==> src/rtl/bmaxpool_seq.sv <==
// bmaxpool_seq: row-serial binary 2x2 max-pool sequencer.
// Takes one I_SIZE-bit row per in handshake, buffers the even row, ORs it with
// the following odd row in 2x2 windows and emits one O_SIZE-bit pooled row per
// row pair. For odd I_SIZE the trailing column and trailing row are discarded.
// Optional feature macro: BMAXPOOL_SEQ_ABORT_EN adds the abort input.
module bmaxpool_seq #(
  parameter  int unsigned I_SIZE = 26,
  localparam int unsigned O_SIZE = I_SIZE / 2
) (
  input  logic              clk,
  input  logic              rst,
  input  logic              start,
  output logic              busy,
  input  logic              in_valid,
  output logic              in_ready,
  input  logic [I_SIZE-1:0] in_row,
  output logic              out_valid,
  input  logic              out_ready,
  output logic [O_SIZE-1:0] out_row,
  output logic              out_last,
  output logic              done
`ifdef BMAXPOOL_SEQ_ABORT_EN
  ,
  input  logic              abort
`endif
);

  localparam int unsigned CntW    = $clog2(O_SIZE + 1);
  localparam bit          OddSize = (I_SIZE % 2) == 1;

  typedef enum logic [2:0] {StIdle, StEven, StOdd, StOut, StDrop} state_e;

  state_e              state_q, state_d;
  logic [I_SIZE-1:0]   row_buf_q;
  logic [CntW-1:0]     row_cnt_q;
  logic [O_SIZE-1:0]   out_row_q;
  logic                out_last_q;
  logic                done_q;
  logic [O_SIZE-1:0]   pooled;
  logic                in_hs;
  logic                out_hs;
  logic                abort_hit;

`ifdef BMAXPOOL_SEQ_ABORT_EN
  assign abort_hit = abort && (state_q != StIdle);
`else
  assign abort_hit = 1'b0;
`endif

  // With odd I_SIZE the top column never reaches a window.
  logic unused_top_col;
  assign unused_top_col = in_row[I_SIZE-1] ^ row_buf_q[I_SIZE-1];

  assign in_hs  = in_valid && in_ready;
  assign out_hs = out_valid && out_ready;

  // 2x2 OR window over the buffered even row and the incoming odd row.
  always_comb begin
    pooled = '0;
    for (int j = 0; j < int'(O_SIZE); j++) begin
      pooled[j] = row_buf_q[2*j] | row_buf_q[2*j+1] | in_row[2*j] | in_row[2*j+1];
    end
  end

  // State register.
  always_ff @(posedge clk) begin
    if (rst) state_q <= StIdle;
    else     state_q <= state_d;
  end

  // Next-state logic; abort overrides any handshake in flight.
  always_comb begin
    state_d = state_q;
    unique case (state_q)
      StIdle: if (start) state_d = StEven;
      StEven: if (in_valid) state_d = StOdd;
      StOdd:  if (in_valid) state_d = StOut;
      StOut: begin
        if (out_ready) begin
          if (!out_last_q) state_d = StEven;
          else if (OddSize) state_d = StDrop;
          else state_d = StIdle;
        end
      end
      StDrop: if (in_valid) state_d = StIdle;
      default: state_d = StIdle;
    endcase
    if (abort_hit) state_d = StIdle;
  end

  // Handshake signals decoded from the registered state only.
  always_comb begin
    busy      = state_q != StIdle;
    in_ready  = (state_q == StEven) || (state_q == StOdd) || (state_q == StDrop);
    out_valid = state_q == StOut;
  end

  // Datapath: row buffer, row counter, pooled output and done pulse.
  always_ff @(posedge clk) begin
    if (rst) begin
      row_buf_q  <= '0;
      row_cnt_q  <= '0;
      out_row_q  <= '0;
      out_last_q <= 1'b0;
      done_q     <= 1'b0;
    end else begin
      done_q <= 1'b0;
      if (abort_hit) begin
        row_cnt_q  <= '0;
        out_last_q <= 1'b0;
      end else begin
        unique case (state_q)
          StIdle: if (start) row_cnt_q <= '0;
          StEven: if (in_hs) row_buf_q <= in_row;
          StOdd: begin
            if (in_hs) begin
              out_row_q  <= pooled;
              out_last_q <= row_cnt_q == CntW'(O_SIZE - 1);
            end
          end
          StOut: begin
            if (out_hs) begin
              out_last_q <= 1'b0;
              if (!out_last_q) row_cnt_q <= row_cnt_q + CntW'(1);
              else if (!OddSize) done_q <= 1'b1;
            end
          end
          StDrop: if (in_hs) done_q <= 1'b1;
          default: ;
        endcase
      end
    end
  end

  assign out_row  = out_row_q;
  assign out_last = out_last_q;
  assign done     = done_q;

endmodule

==> config.mk <==
export PLATFORM = sky130hd
export DESIGN_NAME = bmaxpool_seq
export DESIGN_NICKNAME = d
export VERILOG_FILES = /design/src/rtl/bmaxpool_seq.sv
export SDC_FILE = /design/constraint.sdc
export NUM_CORES = 1
export LEC_CHECK = 0
export ABC_AREA = 1
export CAP_MARGIN = 25
export CELL_PAD_IN_SITES_DETAIL_PLACEMENT = 1
export CELL_PAD_IN_SITES_GLOBAL_PLACEMENT = 1
export CORE_AREA = 3 3 70 72
export DETAILED_ROUTE_END_ITERATION = 7
export DIE_AREA = 0 0 73 75
export DONT_BUFFER_PORTS = 1
export GPL_TIMING_DRIVEN = 1
export PLACE_DENSITY = 0.85
export SYNTH_ARGS = -nofsm -noshare
export SYNTH_HDL_FRONTEND = slang
export SYNTH_SLANG_ARGS = --single-unit
==> constraint.sdc <==
create_clock -name clk -period 3.6 [get_ports clk]
set_clock_uncertainty 0.2 [all_clocks]
set_input_delay 0.54 -clock clk [delete_from_list [all_inputs] [get_ports clk]]
set_output_delay 0.54 -clock clk [all_outputs]
set_load 0.005 [all_outputs]
==> results.ini, run 1 <==
[cells_and_area]
layout-drive-gt1-share=0.0502
syn_to_final_growth_pct=5.20
nFillCells=560
nNetsFinal=298
diodes=0
final_area_um2=2100

[timing]
post-route-period-util=0.688
setup_tns_ns=0
relSlewSlack=0.443
rsz0062_at_grt=no
whs_ns=0.116
tightest_slew_ns=0.835
report.final.slew_viol_count=0
hold_viol_final=0
max_freq_mhz=404
period_minus_slack_ns=2.48
setup_viol=0

[clocking]
clock_latency_ns=0.28
htreeDepth=2
cts_root_buf=clkbuf_8
ctsHoldBuffers=0
clk_pin_slew_ns=0.08
cts-buffers-inserted=5
clock_sinks=47
cts_resized=0
cts_setup_buffers=0
clockBufferDepth=2
cts_tree=built

[die]
core-area_um2=4350
start_util=0.459
chipHeight_um=75
row_count=24
dieArea_um2=5480
ios=49
die_x_um=73

[logic_synthesis]
synth_area_leaders=dfxtp_1 (47%), a21oi_1 (7.8%), o21ai_0 (7.3%), inv_1 (7.0%), ha_1 (5.6%)
yosys.area.top_type=dfxtp_1
avgSynthCellArea_um2=7.69
synth_top_cell_area_share=0.471
yosysWarnings=0
ys_types=19
synth_common_cells=dfxtp_1 (47), inv_1 (37), a21oi_1 (31)
synth_cells=260
synth_most_common_cell=dfxtp_1
ys.flop_type=dfxtp_1
mappedNetlistNets=300
synthArstFlopShare=0
synthesis.area_um2=2000
yosysSeqAreaShare=0.471
synth-edff-count=0
synth-seq-cells=47

[global_routing]
first_global_vias=1611
grt_pass1_wl_um=7120
grt_util_all_layers=0.165
grt_max_degree=52
grt-ovfl-total=0
antenna_found_initial=0

[setup_path]
cp_max_fo=51
arrival_ns=2.44
cp.required_ns=3.57
cp-start-kind=flip-flop
path_buf_inv=1
cpLargestDelayFamily=simple AND/OR/NAND/NOR gates
slowest_stage=nand3_2
worstSetupPathType=flip-flop to flip-flop
max_stage_delay_ns=0.65
cp-end-kind=flip-flop
crit_chain=inv_1 > ha_1 > nand3_2 > o21ai_0 > a21oi_1

[drt]
drt_iter0_markers=75
vias=1648
ant_nets=0
wl_per_cell_um=14.0
viasPerCell=5.30
drt-pass1-iter-count=4
remaining_drc_errors=0
wl_um=4360

[power_and_ir_drop]
pwr-share-clk=0.220
p_int_uw=885
switchingPower_uw=462
switching_share=0.343
power.leakage_uw=0.000798
combinationalPowerShare=0.267
p_per_area_nw_per_um2=641
vdd_drop_max_uv=276
pwr-share-seq=0.513

[worst_hold_path]
hold_path_class=input port to flip-flop

[placed_design]
placed_area_um2=2020
portBuffers=0
gp_congestion=0.785
place.detailed.hpwl_um=3160

[status]
status=complete, no violations

[run]
maxCapViolCount=0

final timing paths:
kind / startpoint / to / slack, ns / cells after the start
setup / recovery: state_q[0]$_SDFFE_PP0P_ / row_buf_q[21]$_SDFFE_PP0P_ / 1.12 / 5
hold / removal: rst / row_cnt_q[2]$_SDFFE_PP0P_ / 0.12 / 1
setup reg to reg: state_q[0]$_SDFFE_PP0P_ / row_buf_q[21]$_SDFFE_PP0P_ / 1.12 / 5
hold reg to reg: row_buf_q[17]$_SDFFE_PP0P_ / row_buf_q[17]$_SDFFE_PP0P_ / 0.25 / 2
per-stage QoR:
stage          cells  power [uW]  utilization  setup WS [ns]
6_report         311        1350        0.483           1.12
5_1_grt          311        1450        0.483          0.944
4_1_cts          311        1370        0.483           1.09
3_5_place_dp     303        1070        0.464           1.17
3_3_place_gp     303        1040        0.464           1.29
2_1_floorplan    260         978            -           2.02
cell usage in the layout (no fill, tap or decap):
| cell type | Yosys | layout |
|---|---|---|
| a21oi_1 | 31 | 31 |
| o21ai_0 | 29 | 29 |
| nor2_1 | 12 | 12 |
| clkinv_1 | 1 | 1 |
| nand4_1 | 2 | 2 |
| clkinv_2 | 0 | 1 |
| dfxtp_1 | 47 | 47 |
| buf_4 | 1 | 2 |
| nor3_1 | 14 | 14 |
| clkbuf_8 | 0 | 5 |
| clkbuf_1 | 0 | 2 |
| nand3_2 | 1 | 1 |
| o21ai_1 | 16 | 16 |
| nor2_2 | 1 | 1 |
| nand2_1 | 30 | 30 |
| a31oi_1 | 13 | 13 |
| ha_1 | 9 | 9 |
| inv_2 | 3 | 3 |
| nand3_1 | 3 | 3 |
| inv_1 | 37 | 37 |
per-layer routing:
layer,up-vias,global-route usage,part of all wire
li1,854,-,-
met1,757,0.187,0.43
met2,33,0.301,0.49
met3,4,0.0467,0.064
met4,0,0.0492,0.011
met5,-,0,0
cell type report:
cell class	count	area, um2	share of cell area
sequential	47	941	0.448
multi-input combinational	161	846	0.402
inverter	41	154	0.0732
clock buffer	7	76.3	0.0363
tap	52	65.1	0.0310
timing repair buffer	2	15.0	0.00714
clock inverter	1	5.00	0.00238
flip-flops by register name (all words and copies together) (netlist names):
name and cells:
row_buf_q 26, out_row 13, row_cnt_q 4, state_q 2, done 1, out_last 1
cell families (layout without fill, tap and decap cells):
group | count (synthesis) | count (layout) | share of synthesized area
AND/OR/NAND/NOR | 63 | 63 | 0.136
AO/OA/AOI/OAI | 89 | 89 | 0.231
adder cells (fa/ha/maj) | 9 | 9 | 0.0564
buffers and inverters | 52 | 51 | 0.106
flip-flops | 47 | 47 | 0.471
power groups by stage:
stage / clock network (uW) / registers [uW] / logic, uW
floorplan: 0 / 683 / 295
global placement: 0 / 698 / 344
detailed placement: 0 / 704 / 364
CTS: 306 / 692 / 366
global route: 328 / 704 / 423
finish: 296 / 691 / 360
Note: power is estimated with default switching activity, not from simulation.
==> inputs of run 2 (changes only) <==
--- a/config.mk
+++ b/config.mk
@@ -9,12 +9,12 @@
 export CAP_MARGIN = 25
 export CELL_PAD_IN_SITES_DETAIL_PLACEMENT = 1
 export CELL_PAD_IN_SITES_GLOBAL_PLACEMENT = 1
-export CORE_AREA = 3 3 70 72
+export CORE_AREA = 3 3 72 74
 export DETAILED_ROUTE_END_ITERATION = 7
-export DIE_AREA = 0 0 73 75
+export DIE_AREA = 0 0 75 77
 export DONT_BUFFER_PORTS = 1
 export GPL_TIMING_DRIVEN = 1
-export PLACE_DENSITY = 0.85
+export PLACE_DENSITY = 0.81
 export SYNTH_ARGS = -nofsm -noshare
 export SYNTH_HDL_FRONTEND = slang
 export SYNTH_SLANG_ARGS = --single-unit
==> constraint.sdc (replaced) <==
create_clock -name clk -period 2.3 [get_ports clk]
set_clock_uncertainty 0.2 [all_clocks]
set_input_delay 0.345 -clock clk [delete_from_list [all_inputs] [get_ports clk]]
set_output_delay 0.345 -clock clk [all_outputs]
set_load 0.005 [all_outputs]
==> run 2 against run 1 <==
Effect of this change: sequential cell count unchanged; register-to-register slack got worse by 0.64 ns; total power increased by 75%; final area increased by 4.2%; first-iteration DRC count decreased by 51%; critical path type unchanged.
==> results.ini, run 2 (same netlist as run 1, synthesis figures left out) <==
[status]
status=complete, no violations

[placed_design]
portBuffers=0
gp_congestion=0.766
place.detailed.hpwl_um=3220

[run]
maxCapViolCount=0

[timing]
period_minus_slack_ns=1.82
tightest_slew_ns=0.443
hold_viol_final=0
relSlewSlack=0.704
rsz0062_at_grt=no
setup_viol=0
max_freq_mhz=550
setup_tns_ns=0
report.final.slew_viol_count=0
post-route-period-util=0.790

[drt]
remaining_drc_errors=0
wl_per_cell_um=14.4
vias=1665
wl_um=4510
drt-pass1-iter-count=4
ant_nets=0
viasPerCell=5.30
drt_iter0_markers=37

[global_routing]
grt-ovfl-total=0
first_global_vias=1772
grt_pass1_wl_um=7870
grt_max_degree=53
grt_util_all_layers=0.171
antenna_found_initial=0

[die]
core-area_um2=4660
die_x_um=75
dieArea_um2=5780
start_util=0.429
row_count=25
chipHeight_um=77
ios=49

[cells_and_area]
largest_register_ffs=26
layout-drive-gt1-share=0.0538
nNetsFinal=299
diodes=0
mostFrequentLayoutCells=dfxtp_1 (47), inv_1 (37), a21oi_1 (31)
syn_to_final_growth_pct=9.64
nFillCells=572
largest_register=row_buf_q
utilization=0.470
layout_commonest_cell=dfxtp_1

[setup_path]
crit_chain=inv_1 > ha_1 > nand3_2 > buf_12 > o21ai_0 > a21oi_1
worstSetupPathType=flip-flop to flip-flop
cp.required_ns=2.28
crit_start=state_q[0]$_SDFFE_PP0P_
cp-start-kind=flip-flop
r2r-start=state_q[0]$_SDFFE_PP0P_
max_stage_delay_ns=0.42
arrival_ns=1.79
cp-end-kind=flip-flop
slowest_stage=dfxtp_1
cp_max_fo=52

[clocking]
clock_sinks=47
htreeDepth=2
cts_setup_buffers=0
ctsHoldBuffers=1
cts_tree=built
clk_pin_slew_ns=0.09
cts_resized=0
cts_root_buf=clkbuf_8
cts-buffers-inserted=5
clock_latency_ns=0.29
clockBufferDepth=2

[power_and_ir_drop]
vdd_drop_max_uv=464
p_per_area_nw_per_um2=1080
power_uw=2360
power.leakage_uw=0.000836

[worst_hold_path]
hp-start=in_row[17]
hold_path_class=input port to flip-flop

-- run 2: cell count changes in the layout (fill, tap and decap cells not counted), sizes merged --
cell and delta:
bufinv +2, clkbuf -1, clkinv -1, dlygate4sd3 +1
-- run 2: stage by stage --
stage	hold slack (ns)	instances	instance area (um2)	worst slack, ns
2_1_floorplan	0.214	260	2000	0.725
3_3_place_gp	0.216	305	2050	0.596
3_5_place_dp	0.221	305	2050	0.538
4_1_cts	0.00338	314	2190	0.465
5_1_grt	0.0196	314	2190	0.397
6_report	0.0106	314	2190	0.482
-- run 2: layout make-up --
class                   instances  area (um2)  area share
clock buffers                   6        72.6      0.0331
inverters                      41         154      0.0702
multi-input cells             161         846       0.386
repair buffers                  3        50.0      0.0228
flip-flops and latches         47         941       0.429
well taps                      54        67.6      0.0308
clock inverters                 2        60.1      0.0274
-- run 2: final timing paths --
path | to | slack, ns | cells after the start
max | row_buf_q[22]$_SDFFE_PP0P_ | 0.48 | 6
min | out_row[8]$_SDFFE_PP0P_ | 0.01 | 2
max reg2reg | row_buf_q[22]$_SDFFE_PP0P_ | 0.48 | 6
min reg2reg | row_buf_q[5]$_SDFFE_PP0P_ | 0.25 | 2
-- run 2: critical path, delay by kind of cell, from the launching register on --
| kind | cells | cell delay (ns) |
|---|---|---|
| AOI/OAI and AO/OA | 2 | 0.30 |
| DFF | 1 | 0.42 |
| adders and majority gates | 1 | 0.36 |
| and+or+nand+nor | 1 | 0.10 |
| buffers and inverters | 2 | 0.31 |
-- run 2: metal layers --
metal	wire length [um]	global-route usage	part of all wire	vias to the layer above
li1	-	-	-	856
met1	1910	0.196	0.42	776
met2	2260	0.296	0.50	31
met3	310	0.0603	0.069	2
met4	23	0.0427	0.0051	0
met5	0	0	0	-
-- run 2: power by group --
part / internal, uW / switching [uW]
registers: 973 / 108
logic: 206 / 367
clock network: 434 / 268
==> inputs of run 3 (changes only) <==
--- a/config.mk
+++ b/config.mk
@@ -9,12 +9,12 @@
 export CAP_MARGIN = 25
 export CELL_PAD_IN_SITES_DETAIL_PLACEMENT = 1
 export CELL_PAD_IN_SITES_GLOBAL_PLACEMENT = 1
-export CORE_AREA = 3 3 72 74
+export CORE_AREA = 3 3 75 77
 export DETAILED_ROUTE_END_ITERATION = 7
-export DIE_AREA = 0 0 75 77
+export DIE_AREA = 0 0 78 80
 export DONT_BUFFER_PORTS = 1
 export GPL_TIMING_DRIVEN = 1
-export PLACE_DENSITY = 0.81
+export PLACE_DENSITY = 0.78
 export SYNTH_ARGS = -nofsm -noshare
 export SYNTH_HDL_FRONTEND = slang
 export SYNTH_SLANG_ARGS = --single-unit
==> constraint.sdc (replaced) <==
create_clock -name clk -period 1.58 [get_ports clk]
set_clock_uncertainty 0.2 [all_clocks]
set_input_delay 0.237 -clock clk [delete_from_list [all_inputs] [get_ports clk]]
set_output_delay 0.237 -clock clk [all_outputs]
set_load 0.005 [all_outputs]
==> run 3 against run 2 <==
Effect of this change: register-to-register slack lost 0.41 ns; clock power is 22% higher; routed wire length is 10% higher; sequential share of layout area fell by 6.4 points; core utilization up 3.8 points; global-route usage is 0.40 points higher; critical path depth down 3; die area rose by 8.1%; sequential cell count stayed put; final area increased by 18%; largest power group unchanged; highest routed layer unchanged.
==> results.ini, run 3 (same netlist as run 1, synthesis figures left out) <==
[cells_and_area]
multi_input_area_um2=890
mostFrequentLayoutCells=dfxtp_1 (45), inv_1 (35), a21oi_1 (31)
nNetsFinal=334
layout_commonest_cell=dfxtp_1
seq_area_um2=943
largest_register_ffs=26
largest_register=row_buf_q
nFillCells=630
layout-drive-gt1-share=0.116
diodes=0
layout.cells.non_filler=364
syn_to_final_growth_pct=29.1

[setup_path]
cp_max_fo=4
cp-end-kind=output port
worst-r2r-setup-slack_ns=0.07
r2r-start=state_q[1]$_SDFFE_PP0P_
max_stage_delay_ns=0.37
crit_chain=inv_2 > ha_4 > buf_4
cp.required_ns=1.14
worstSetupPathType=flip-flop to output port
arrival_ns=1.12
cp-start-kind=flip-flop
crit_end=in_ready
ff2ff_path_depth=6
timing.rr.end=row_buf_q[12]$_SDFFE_PP0P_
slowest_stage=dfxtp_2
crit_start=state_q[1]$_SDFFE_PP0P_

[clocking]
cts_root_buf=clkbuf_8
cts_setup_buffers=0
clockBufferDepth=2
clock_latency_ns=0.29
cts_tree=built
clock_sinks=47
cts-buffers-inserted=5
htreeDepth=2
clk_pin_slew_ns=0.09

[placed_design]
place_ws_ns=-0.0751
gp_congestion=0.740
dp_cells=329
portBuffers=0
place.detailed.hpwl_um=3270

[power_and_ir_drop]
power_uw=3550
power.leakage_uw=0.000977
p_per_area_nw_per_um2=1380
vdd_drop_max_uv=645

[die]
start_util=0.394
dieArea_um2=6240
ios=49
die_x_um=78
chipHeight_um=80
core-area_um2=5070
row_count=26

[timing]
whs_ns=0.0878
tightest_slew_ns=0.286
setup_viol=0
report.final.slew_viol_count=0
rsz0062_at_grt=yes
relSlewSlack=0.808
post-route-period-util=0.983
setup_tns_ns=0
period_minus_slack_ns=1.55
hold_viol_final=0
max_freq_mhz=644
fin_ws_ns=0.0273

[global_routing]
grt-ovfl-total=0
grt_pass1_wl_um=8840
antenna_found_initial=0
first_global_vias=1894
grt_util_all_layers=0.175
grt_max_degree=47

[drt]
vias=1821
remaining_drc_errors=0
ant_nets=0
drt_iter0_markers=41
viasPerCell=5.00
drt-pass1-iter-count=4
wl_per_cell_um=13.6
wl_um=4960

[run]
maxCapViolCount=0

[worst_hold_path]
worstHoldPathCells=3
hold_path_class=input port to flip-flop

[status]
status=complete, no violations

## run 3: what timing repair did
| item | CTS | global route |
|---|---|---|
| pin swaps | 0 | 2 |
| gates cloned | 0 | 0 |
| hold endpoints to repair | 42 | 0 |
| hold buffers | 28 | 0 |
| resized for setup | 11 | 11 |
| setup endpoints to repair | 44 | 42 |
## run 3: how the worst min path moves through the flow
| stage | start | end | slack (ns) |
|---|---|---|---|
| 2_1_floorplan | rst | row_cnt_q[2]$_SDFFE_PP0P_ | 0.11 |
| 3_3_place_gp | rst | row_cnt_q[2]$_SDFFE_PP0P_ | 0.11 |
| 3_5_place_dp | rst | row_cnt_q[2]$_SDFFE_PP0P_ | 0.11 |
| 4_1_cts | in_valid | out_last$_SDFFE_PP0P_ | 0.09 |
| 5_1_grt | in_valid | row_buf_q[23]$_SDFFE_PP0P_ | 0.09 |
| 6_report | in_valid | row_buf_q[6]$_SDFFE_PP0P_ | 0.09 |
## run 3: power breakdown
group,internal [uW],switching [uW]
Combinational,488,632
Clock,463,392
Sequential,1420,154
## run 3: routing by layer
metal	wire, um	GRT usage	vias up	part of all wire
met2	2560	0.320	36	0.52
met3	292	0.0576	4	0.059
met1	2080	0.196	855	0.42
li1	-	-	926	-
met5	0	0	-	0
met4	31	0.0437	0	0.0063
## run 3: per-stage QoR
stage	cell area, um2	utilization
floorplan	2000	-
global placement	2140	0.422
detailed placement	2140	0.422
CTS	2550	0.503
global route	2580	0.508
finish	2580	0.508
## run 3: area by class of cell
class	instances	share of cell area
multi-input cells	161	0.345
well taps	70	0.0340
flip-flops and latches	47	0.366
inverters	41	0.0616
repair buffers	38	0.152
clock buffers	5	0.0267
clock inverters	2	0.0146
## run 3: critical path, delay by kind of cell, from the launching register on
kind / cells / cell delay, ns
flip-flops: 1 / 0.37
buffers and inverters: 2 / 0.18
adder cells (fa/ha/maj): 1 / 0.28
